`src/rtl/cpu_control_unit.sv`:
```
// Hardwired sequencer: two-byte instruction fetch, single-cycle execute, timeout-to-halt on a stuck memory.
// Latency: 3 cycles per instruction with MemReady high (FETCH_L, FETCH_H, EXEC); control outputs are combinational.
// Backpressure: MemReady low holds a fetch state with all enables off; WAIT_LIMIT consecutive lows -> HALT with Fault.
module cpu_control_unit #(
  parameter int WAIT_LIMIT = 15,
  parameter int CNT_W      = 4
) (
  input  logic        CLK,
  input  logic        RST,
  input  logic [15:0] IR_Q,
  input  logic [3:0]  ALU_Flag,
  input  logic        MemReady,
  output logic        Mem_RD,
  output logic        IR_En,
  output logic        IR_LH,
  output logic [1:0]  IR_FunSel,
  output logic [2:0]  RF_O1Sel,
  output logic [2:0]  RF_O2Sel,
  output logic [1:0]  RF_FunSel,
  output logic [3:0]  RF_RSel,
  output logic [3:0]  RF_TSel,
  output logic [1:0]  ARF_OutBSel,
  output logic [1:0]  ARF_FunSel,
  output logic [3:0]  ARF_RegSel,
  output logic [3:0]  ALU_FunSel,
  output logic        MuxASel,
  output logic        MuxBSel,
  output logic        Halted,
  output logic        Fault,
  output logic [2:0]  State
);

  typedef enum logic [2:0] {
    S_INIT    = 3'd0,
    S_FETCH_L = 3'd1,
    S_FETCH_H = 3'd2,
    S_EXEC    = 3'd3,
    S_HALT    = 3'd4
  } state_t;

  // Last counter value before the fault fires: the WAIT_LIMIT-th low cycle times out.
  localparam logic [CNT_W-1:0] LAST_WAIT = CNT_W'(WAIT_LIMIT - 1);

  state_t           state_q, state_d;
  logic [CNT_W-1:0] wait_cnt_q, wait_cnt_d;
  logic             halted_q, halted_d;
  logic             fault_q, fault_d;

  logic [3:0] opcode;
  logic [1:0] rd;
  logic [1:0] rs;
  logic [3:0] rd_wr_sel;
  logic       unused_bits;

  assign opcode    = IR_Q[15:12];
  assign rd        = IR_Q[11:10];
  assign rs        = IR_Q[9:8];
  assign rd_wr_sel = ~(4'b0001 << rd);
  // The immediate goes straight to the datapath muxes; only Z of the flags matters here.
  assign unused_bits = ^{IR_Q[7:0], ALU_Flag[2:0]};

  assign State  = state_q;
  assign Halted = halted_q;
  assign Fault  = fault_q;

  // State, wait counter and sticky status flags.
  always_ff @(posedge CLK or posedge RST) begin
    if (RST) begin
      state_q    <= S_INIT;
      wait_cnt_q <= '0;
      halted_q   <= 1'b0;
      fault_q    <= 1'b0;
    end else begin
      state_q    <= state_d;
      wait_cnt_q <= wait_cnt_d;
      halted_q   <= halted_d;
      fault_q    <= fault_d;
    end
  end

  // Next-state and control decode; reset forces every output to its idle value.
  always_comb begin
    state_d     = state_q;
    wait_cnt_d  = wait_cnt_q;
    halted_d    = halted_q;
    fault_d     = fault_q;
    Mem_RD      = 1'b0;
    IR_En       = 1'b0;
    IR_LH       = 1'b0;
    IR_FunSel   = 2'd0;
    RF_O1Sel    = 3'd0;
    RF_O2Sel    = 3'd0;
    RF_FunSel   = 2'd0;
    RF_RSel     = 4'b1111;
    RF_TSel     = 4'b1111;
    ARF_OutBSel = 2'd0;
    ARF_FunSel  = 2'd0;
    ARF_RegSel  = 4'b1111;
    ALU_FunSel  = 4'd0;
    MuxASel     = 1'b0;
    MuxBSel     = 1'b0;
    if (!RST) begin
      case (state_q)
        S_INIT: begin
          ARF_RegSel = 4'b1000;
          RF_RSel    = 4'b0000;
          RF_TSel    = 4'b0000;
          state_d    = S_FETCH_L;
          wait_cnt_d = '0;
        end
        S_FETCH_L, S_FETCH_H: begin
          ARF_OutBSel = 2'd3;
          Mem_RD      = 1'b1;
          IR_LH       = (state_q == S_FETCH_H);
          if (MemReady) begin
            IR_En      = 1'b1;
            IR_FunSel  = 2'd1;
            ARF_FunSel = 2'd3;
            ARF_RegSel = 4'b1110;
            state_d    = (state_q == S_FETCH_L) ? S_FETCH_H : S_EXEC;
            wait_cnt_d = '0;
          end else if (wait_cnt_q == LAST_WAIT) begin
            state_d    = S_HALT;
            wait_cnt_d = '0;
            halted_d   = 1'b1;
            fault_d    = 1'b1;
          end else begin
            wait_cnt_d = wait_cnt_q + CNT_W'(1);
          end
        end
        S_EXEC: begin
          RF_O1Sel   = {1'b1, rd};
          RF_O2Sel   = {1'b1, rs};
          state_d    = S_FETCH_L;
          wait_cnt_d = '0;
          case (opcode)
            4'h1: begin
              MuxASel   = 1'b1;
              RF_FunSel = 2'd1;
              RF_RSel   = rd_wr_sel;
            end
            4'h2, 4'h3, 4'h4, 4'h5, 4'h6: begin
              case (opcode)
                4'h2:    ALU_FunSel = 4'b0100;
                4'h3:    ALU_FunSel = 4'b0101;
                4'h4:    ALU_FunSel = 4'b0111;
                4'h5:    ALU_FunSel = 4'b1000;
                default: ALU_FunSel = 4'b1010;
              endcase
              RF_FunSel = 2'd1;
              RF_RSel   = rd_wr_sel;
            end
            4'h7: begin
              RF_FunSel = 2'd3;
              RF_RSel   = rd_wr_sel;
            end
            4'h8: begin
              RF_FunSel = 2'd2;
              RF_RSel   = rd_wr_sel;
            end
            4'h9: begin
              MuxBSel    = 1'b1;
              ARF_FunSel = 2'd1;
              ARF_RegSel = 4'b1110;
            end
            4'hA: begin
              if (ALU_Flag[3]) begin
                MuxBSel    = 1'b1;
                ARF_FunSel = 2'd1;
                ARF_RegSel = 4'b1110;
              end
            end
            4'hF: begin
              state_d  = S_HALT;
              halted_d = 1'b1;
            end
            default: ;
          endcase
        end
        S_HALT: begin
          halted_d = 1'b1;
        end
        default: begin
          state_d = S_INIT;
        end
      endcase
    end
  end

endmodule

```
`config.mk`:
```
export PLATFORM = sky130hd
export DESIGN_NAME = cpu_control_unit
export DESIGN_NICKNAME = d
export VERILOG_FILES = /design/src/rtl/cpu_control_unit.sv
export SDC_FILE = /design/constraint.sdc
export NUM_CORES = 1
export LEC_CHECK = 0
export BUFFER_PORTS_ARGS = -buffer_cell sky130_fd_sc_hd__buf_2
export CORE_UTILIZATION = 46
export CTS_CLUSTER_SIZE = 8
export DETAILED_ROUTE_END_ITERATION = 16
export PLACE_DENSITY = 0.94
export SYNTH_ARGS = -nofsm -noshare
export SYNTH_HDL_FRONTEND = slang
export SYNTH_SLANG_ARGS = --single-unit
```
`constraint.sdc`:
```
create_clock -name CLK -period 2.5 [get_ports CLK]
set_input_delay 0.125 -clock CLK [delete_from_list [all_inputs] [get_ports CLK]]
set_output_delay 0.125 -clock CLK [all_outputs]
set_load 0.01 [all_outputs]
```
==> results of run 1 <==
cells in the mapped netlist (3+ instances only):
master	number
and2_1	3
nor2_1	15
nor2b_1	4
inv_1	8
buf_6	4
a31oi_1	5
nor3_1	3
buf_4	12
nand2_1	9
xnor2_1	3
o21ai_0	7
dfrtp_1	9
a21oi_1	6
registers in the layout, summed over array words and instances (netlist names):
signal      flops
Fault           1
Halted          1
State           3
wait_cnt_q      4
layer usage:
metal  track usage  vias to the layer above  part of all wire
met5             0                        -                 0
met4         0.103                        0             0.011
met3        0.0436                        2             0.059
met2         0.384                       41              0.53
met1         0.258                      467              0.40
li1              -                      513                 -
power groups by stage:
stage | Sequential [W] | Clock [W] | Combinational, W
final | 0.000276 | 0.000112 | 0.000520
after global routing | 0.000288 | 0.000124 | 0.000579
after CTS | 0.000274 | 0.000117 | 0.000522
after detailed placement | 0.000277 | 0 | 0.000519
after global placement | 0.000274 | 0 | 0.000499
after floorplan | 0.000224 | 0 | 0.000471
path summary, 6_finish.rpt:
check	start	end	slack, ns	cells after the start
max	State[0]	MuxASel	0.55	5
min reg2reg	Halted	Halted	0.46	1
min in group asynchronous	RST	wait_cnt_q[3]	0.44	3
max in group asynchronous	RST	wait_cnt_q[0]	1.78	3
min	MemReady	State[1]	0.26	3
max reg2reg	State[0]	wait_cnt_q[3]	0.90	4
kinds of logic (layout without fill, tap and decap cells):
group,after synthesis,in the layout,synth area share
simple gates,53,53,0.328
compound gates,32,32,0.203
other cells,2,2,0.00743
xor+xnor,3,3,0.0260
buf+inv,27,64,0.178
fa+ha+maj,2,2,0.0247
flops,9,9,0.223
mux,1,1,0.00990
area by class of cell:
cell class,instances,area (um^2)
Multi-Input combinational cell,93,606
Sequential cell,9,225
Fill cell,180,836
Clock buffer,4,26.3
Inverter,10,40.0
Timing Repair Buffer,50,255
Tap cell,27,33.8
through the flow:
stage / util / std cells / total power [W] / hold WS [ns]
final: 0.587 / 193 / 0.000908 / 0.261
after global routing: 0.587 / 193 / 0.000991 / 0.296
after CTS: 0.587 / 193 / 0.000913 / 0.248
after detailed placement: 0.569 / 188 / 0.000796 / 0.170
after global placement: 0.569 / 188 / 0.000773 / 0.156
after floorplan: - / 129 / 0.000695 / -0.0389
worst reg2reg max path, cell delays in order, from the launching register on:
cell and delay, ns:
dfrtp_1 0.74, xnor2_1 0.27, nor2_2 0.24, nand3b_1 0.11
a31oi_1 0.17
==> results_dict.tcl, run 1 <==
set metrics [dict create \
    status "finished, final reports clean" \
    synth.distinct_cells 46 \
    grt-ovfl-total 0 \
    drc 0 \
    cp_num_buf_inv 2 \
    antenna_found_initial 0 \
    antennaDiodeCount 0 \
    drive_gt1_frac 0.380 \
    synth_flop_cell "dfrtp_1" \
    placed_area_um2 1150 \
    h-tree-depth 1 \
    grt_pass1_wl_um 4060 \
    die_area_um2 2390 \
    portBuffers 49 \
    cts_max_path_buffers 2 \
    synth_nets 154 \
    worstSkewPairLatency_ns 0.27 \
    synthCells 129 \
    cp-start-kind "register" \
    ys_ff_latch 9 \
    first_global_vias 912 \
    rsz0062_at_grt "false" \
    wire_per_inst_um 12.5 \
    cp.arrival_ns 1.83 \
    synth_sequential_area_ratio 0.223 \
    powerDensity_nw_per_um2 766 \
    cts_inserted_buffers 3 \
    p_int_w 0.000457 \
    finalHoldViolCount 0 \
    avgSynthCellArea_um2 7.84 \
    pwr-share-comb 0.573 \
    clk_pin_slew_ns 0.06 \
    crit_family "flip-flops" \
    fin_ws_ns 0.547 \
    synth_top_area_frac 0.223 \
    rows 16 \
    fp.dieH_um 48.9 \
    initial_core_util 0.500 \
    clock_power_share 0.123 \
    cts.sinks 9 \
    io_pins 63 \
    drv_cap 0 \
    worst-slew-pin-transition_ns 0.617 \
    vias_per_cell 5.30 \
    fin_crit_sh 0.781 \
    cp_cell_sequence "nand3_4, inv_4, nand2b_4, nor4b_2, buf_2" \
    drt_pre_antenna_iters 4 \
    crit_type "reg2out" \
    area_delta_synth_final_pct 17.3 \
    layout_min_cycle_time_ns 1.95 \
    yosys-top-cells-area "dfrtp_1, buf_4, nor2_1" \
    switching_share 0.497 \
    async_reset_ff_frac 1.00 \
    routabilityCongestion 0.819 \
    dp_hpwl_um 1870 \
    slew_violations 0 \
    worstPathMaxFanout 18 \
    vdd_ir_drop_max_v 0.000365 \
    final_nets 192 \
    core_area_um2 2020 \
    min_path_type "in2reg" \
    syn_area_um2 1010 \
    cts_tree "built" \
    ctsResizeCount 0 \
    slowest_delay_ns 0.74 \
    grt_max_degree 19 \
    final_area_um2 1190 \
    dp_slack_ns 0.840 \
    cts-root-buf "clkbuf_4" \
    wl_um 2410 \
    synth_area_leader_cell "dfrtp_1" \
    postCtsSetupBuffers 0 \
    setup-violations-final 0 \
    first_iter_violations 44 \
    relSlewSlack 0.589 \
    num_vias 1023 \
    max_freq_mhz 512 \
    cp-end-kind "primary output" \
    die_w_um 48.9 \
    fin_worst_skew_ns 0.00604 \
    synth_edf_count 0 \
    tns_ns 0 \
    power_switching_w 0.000452 \
    p_seq_frac 0.304 \
    postRouteAntennaNets 0 \
    crit_required_ns 2.38 \
    final_common_cell "buf_2" \
    ctsHoldBuffers 1 \
    cpMaxStageDelayCell "dfrtp_1" \
    yosys_warnings 0 \
    final_cell_mix "buf_2, nor2_1, dfrtp_1, nand2_1, inv_1" \
    p_leak_nw 0.589 \
    grt_use_total 0.220 \
]
No activity file was read; power rests on OpenSTA's default activity.
==> run 2: changes to the inputs <==
--- a/config.mk
+++ b/config.mk
@@ -5,11 +5,12 @@
 export SDC_FILE = /design/constraint.sdc
 export NUM_CORES = 1
 export LEC_CHECK = 0
+export ABC_AREA = 1
 export BUFFER_PORTS_ARGS = -buffer_cell sky130_fd_sc_hd__buf_2
-export CORE_UTILIZATION = 46
+export CORE_UTILIZATION = 42
 export CTS_CLUSTER_SIZE = 8
 export DETAILED_ROUTE_END_ITERATION = 16
-export PLACE_DENSITY = 0.94
+export PLACE_DENSITY = 0.88
 export SYNTH_ARGS = -nofsm -noshare
 export SYNTH_HDL_FRONTEND = slang
 export SYNTH_SLANG_ARGS = --single-unit
==> constraint.sdc (replaced) <==
create_clock -name CLK -period 2 [get_ports CLK]
set_input_delay 0.1 -clock CLK [delete_from_list [all_inputs] [get_ports CLK]]
set_output_delay 0.1 -clock CLK [all_outputs]
set_load 0.01 [all_outputs]
==> run 2 against run 1 <==
Effect of this change:
- wire length decreased by 4.0%
- setup slack got worse by 0.32 ns
- critical path type unchanged
- register-to-register slack got worse by 0.26 ns
- clock skew about the same
- cell area increased by 2.8%
- highest routed layer is now met3
- clock power increased by 29%
- global-route usage decreased by 3.1 points
==> results_dict.tcl, run 2 <==
set metrics [dict create \
    status "finished, final reports clean" \
    utilization 0.551 \
    drv_cap 0 \
    cp_cell_sequence "inv_2, nand3_2, inv_2, nand2_2, nand2_1, nand2_1, buf_2" \
    slowest_delay_ns 0.47 \
    yosys_warnings 0 \
    avgSynthCellArea_um2 6.00 \
    grt-ovfl-total 0 \
    first_global_vias 944 \
    tns_ns 0 \
    vdd_ir_drop_max_v 0.000622 \
    grt_max_degree 13 \
    fin_worst_skew_ns 0.00605 \
    cp-start-kind "register" \
    slew_violations 0 \
    cp.arrival_ns 1.67 \
    core_area_um2 2210 \
    grt_use_total 0.189 \
    p_seq_frac 0.241 \
    min_path_type "in2reg" \
    postRouteAntennaNets 0 \
    area_delta_synth_final_pct 23.3 \
    synthTopCellsByCount "nand2_1, nor2_1, inv_1" \
    synth.most_common_cell "nand2_1" \
    cts_max_path_buffers 2 \
    final_cell_mix "nand2_1, buf_2, nor2_1" \
    synth_top_area_frac 0.228 \
    clk_pin_slew_ns 0.07 \
    cts_tree "built" \
    wire_per_inst_um 9.81 \
    cts_inserted_buffers 3 \
    yosys-top-cells-area "dfrtp_1, nand2_1, nor2_1" \
    vias_per_cell 4.61 \
    antennaDiodeCount 0 \
    synth_area_leader_cell "dfrtp_1" \
    crit_family "simple AND/OR/NAND/NOR gates" \
    largest_register_ffs 4 \
    die_area_um2 2550 \
    num_vias 1089 \
    final_nets 234 \
    finalHoldViolCount 0 \
    cp-end-kind "primary output" \
    syn_area_um2 990 \
    postCtsSetupBuffers 0 \
    h-tree-depth 1 \
    die_w_um 50.5 \
    fp.dieH_um 50.5 \
    worstPathMaxFanout 12 \
    wl_um 2310 \
    max_freq_mhz 565 \
    synthCells 165 \
    cp_num_buf_inv 3 \
    synth_sequential_area_ratio 0.228 \
    synth.distinct_cells 26 \
    grt_pass1_wl_um 3760 \
    synth_edf_count 0 \
    pwr-share-comb 0.649 \
    first_iter_violations 22 \
    worstSkewPairLatency_ns 0.26 \
    drc 0 \
    p_int_w 0.000616 \
    layout_min_cycle_time_ns 1.77 \
    fin_crit_sh 0.885 \
    rows 17 \
    crit_type "reg2out" \
    routabilityCongestion 0.856 \
    setup-violations-final 0 \
    clock_power_share 0.110 \
    p_leak_nw 0.747 \
    cpMaxStageDelayCell "dfrtp_1" \
    initial_core_util 0.447 \
    power_switching_w 0.000689 \
    drt_pre_antenna_iters 4 \
    ys_ff_latch 9 \
    io_pins 63 \
    largest_register "wait_cnt_q" \
    hold_slack_ns 0.218 \
    powerDensity_nw_per_um2 1070 \
    final_common_cell "nand2_1" \
    crit_required_ns 1.90 \
    switching_share 0.528 \
    dp_hpwl_um 1900 \
    cts-root-buf "clkbuf_4" \
    synth_flop_cell "dfrtp_1" \
    portBuffers 49 \
    antenna_found_initial 0 \
    rsz0062_at_grt "false" \
    async_reset_ff_frac 1.00 \
    synth_nets 190 \
    cts.sinks 9 \
    drive_gt1_frac 0.332 \
]
==> run 2: cell types whose count changed after synthesis, sizes merged, moves of 3 or more <==
cell | previous run | this run
inv | 10 | 24
buf | 17 | 11
and2 | 3 | 0
nor2b | 4 | 0
nor2 | 17 | 32
a31oi | 5 | 0
nand2 | 9 | 56
nand3 | 3 | 12
o21ai | 9 | 2
a21oi | 6 | 3
==> run 2: power by group through the flow <==
stage          logic [W]  clock network [W]  registers, W
6_report        0.000846           0.000144      0.000315
5_1_grt         0.000946           0.000160      0.000326
4_1_cts         0.000848           0.000148      0.000313
3_5_place_dp    0.000842                  0      0.000317
3_3_place_gp    0.000825                  0      0.000317
2_1_floorplan   0.000633                  0      0.000318
==> run 2: kinds of logic after synthesis <==
kind of cell | share of synthesized area
AO/OA/AOI/OAI | 0.0518
buffers and inverters | 0.178
adder cells (fa/ha/maj) | 0.0253
XOR/XNOR | 0.00885
AND/OR/NAND/NOR | 0.501
other | 0.00759
flip-flops | 0.228
==> run 2: tightest hold or removal path, delay by kind of cell <==
kind,cells,cell delay [ns]
buffers and inverters,1,0.12
and+or+nand+nor,3,0.23
==> run 2: through the flow <==
step                      cell area [um^2]  power (W)  instances  setup slack [ns]
final                                 1220    0.00131        236             0.230
after detailed placement              1180    0.00116        231             0.542
after floorplan                        990   0.000951        165             0.638
after global routing                  1220    0.00143        236            0.0907
after global placement                1180    0.00114        231             0.566
after CTS                             1220    0.00131        236             0.234
==> run 2: cell type report <==
cell class / count / area [um^2]
clock buffer: 4 / 26.3
fill: 228 / 992
inverter: 24 / 90.1
multi-input combinational: 121 / 588
sequential: 9 / 225
tap: 28 / 35.0
timing repair buffer: 50 / 255
==> run 2: path summary, 6_finish.rpt <==
check / endpoint / slack [ns] / cells after the start / from
max: RF_RSel[0] / 0.23 / 7 / State[2]
min reg2reg: Halted / 0.47 / 2 / Halted
min: Halted / 0.22 / 4 / MemReady
max reg2reg: wait_cnt_q[0] / 0.64 / 7 / wait_cnt_q[0]
max in group asynchronous: wait_cnt_q[0] / 1.41 / 3 / RST
min in group asynchronous: State[0] / 0.39 / 3 / RST
==> run 2: timing repair <==
item                                   CTS  global route
resized for setup                        0             0
hold buffers                             1             0
endpoints found under the hold margin    9             0
==> run 2: routing by layer <==
layer | wire length, um | track usage
met1 | 1060 | 0.234
met2 | 1120 | 0.336
met3 | 132 | 0.0606
met4 | 0 | 0.00463
met5 | 0 | 0
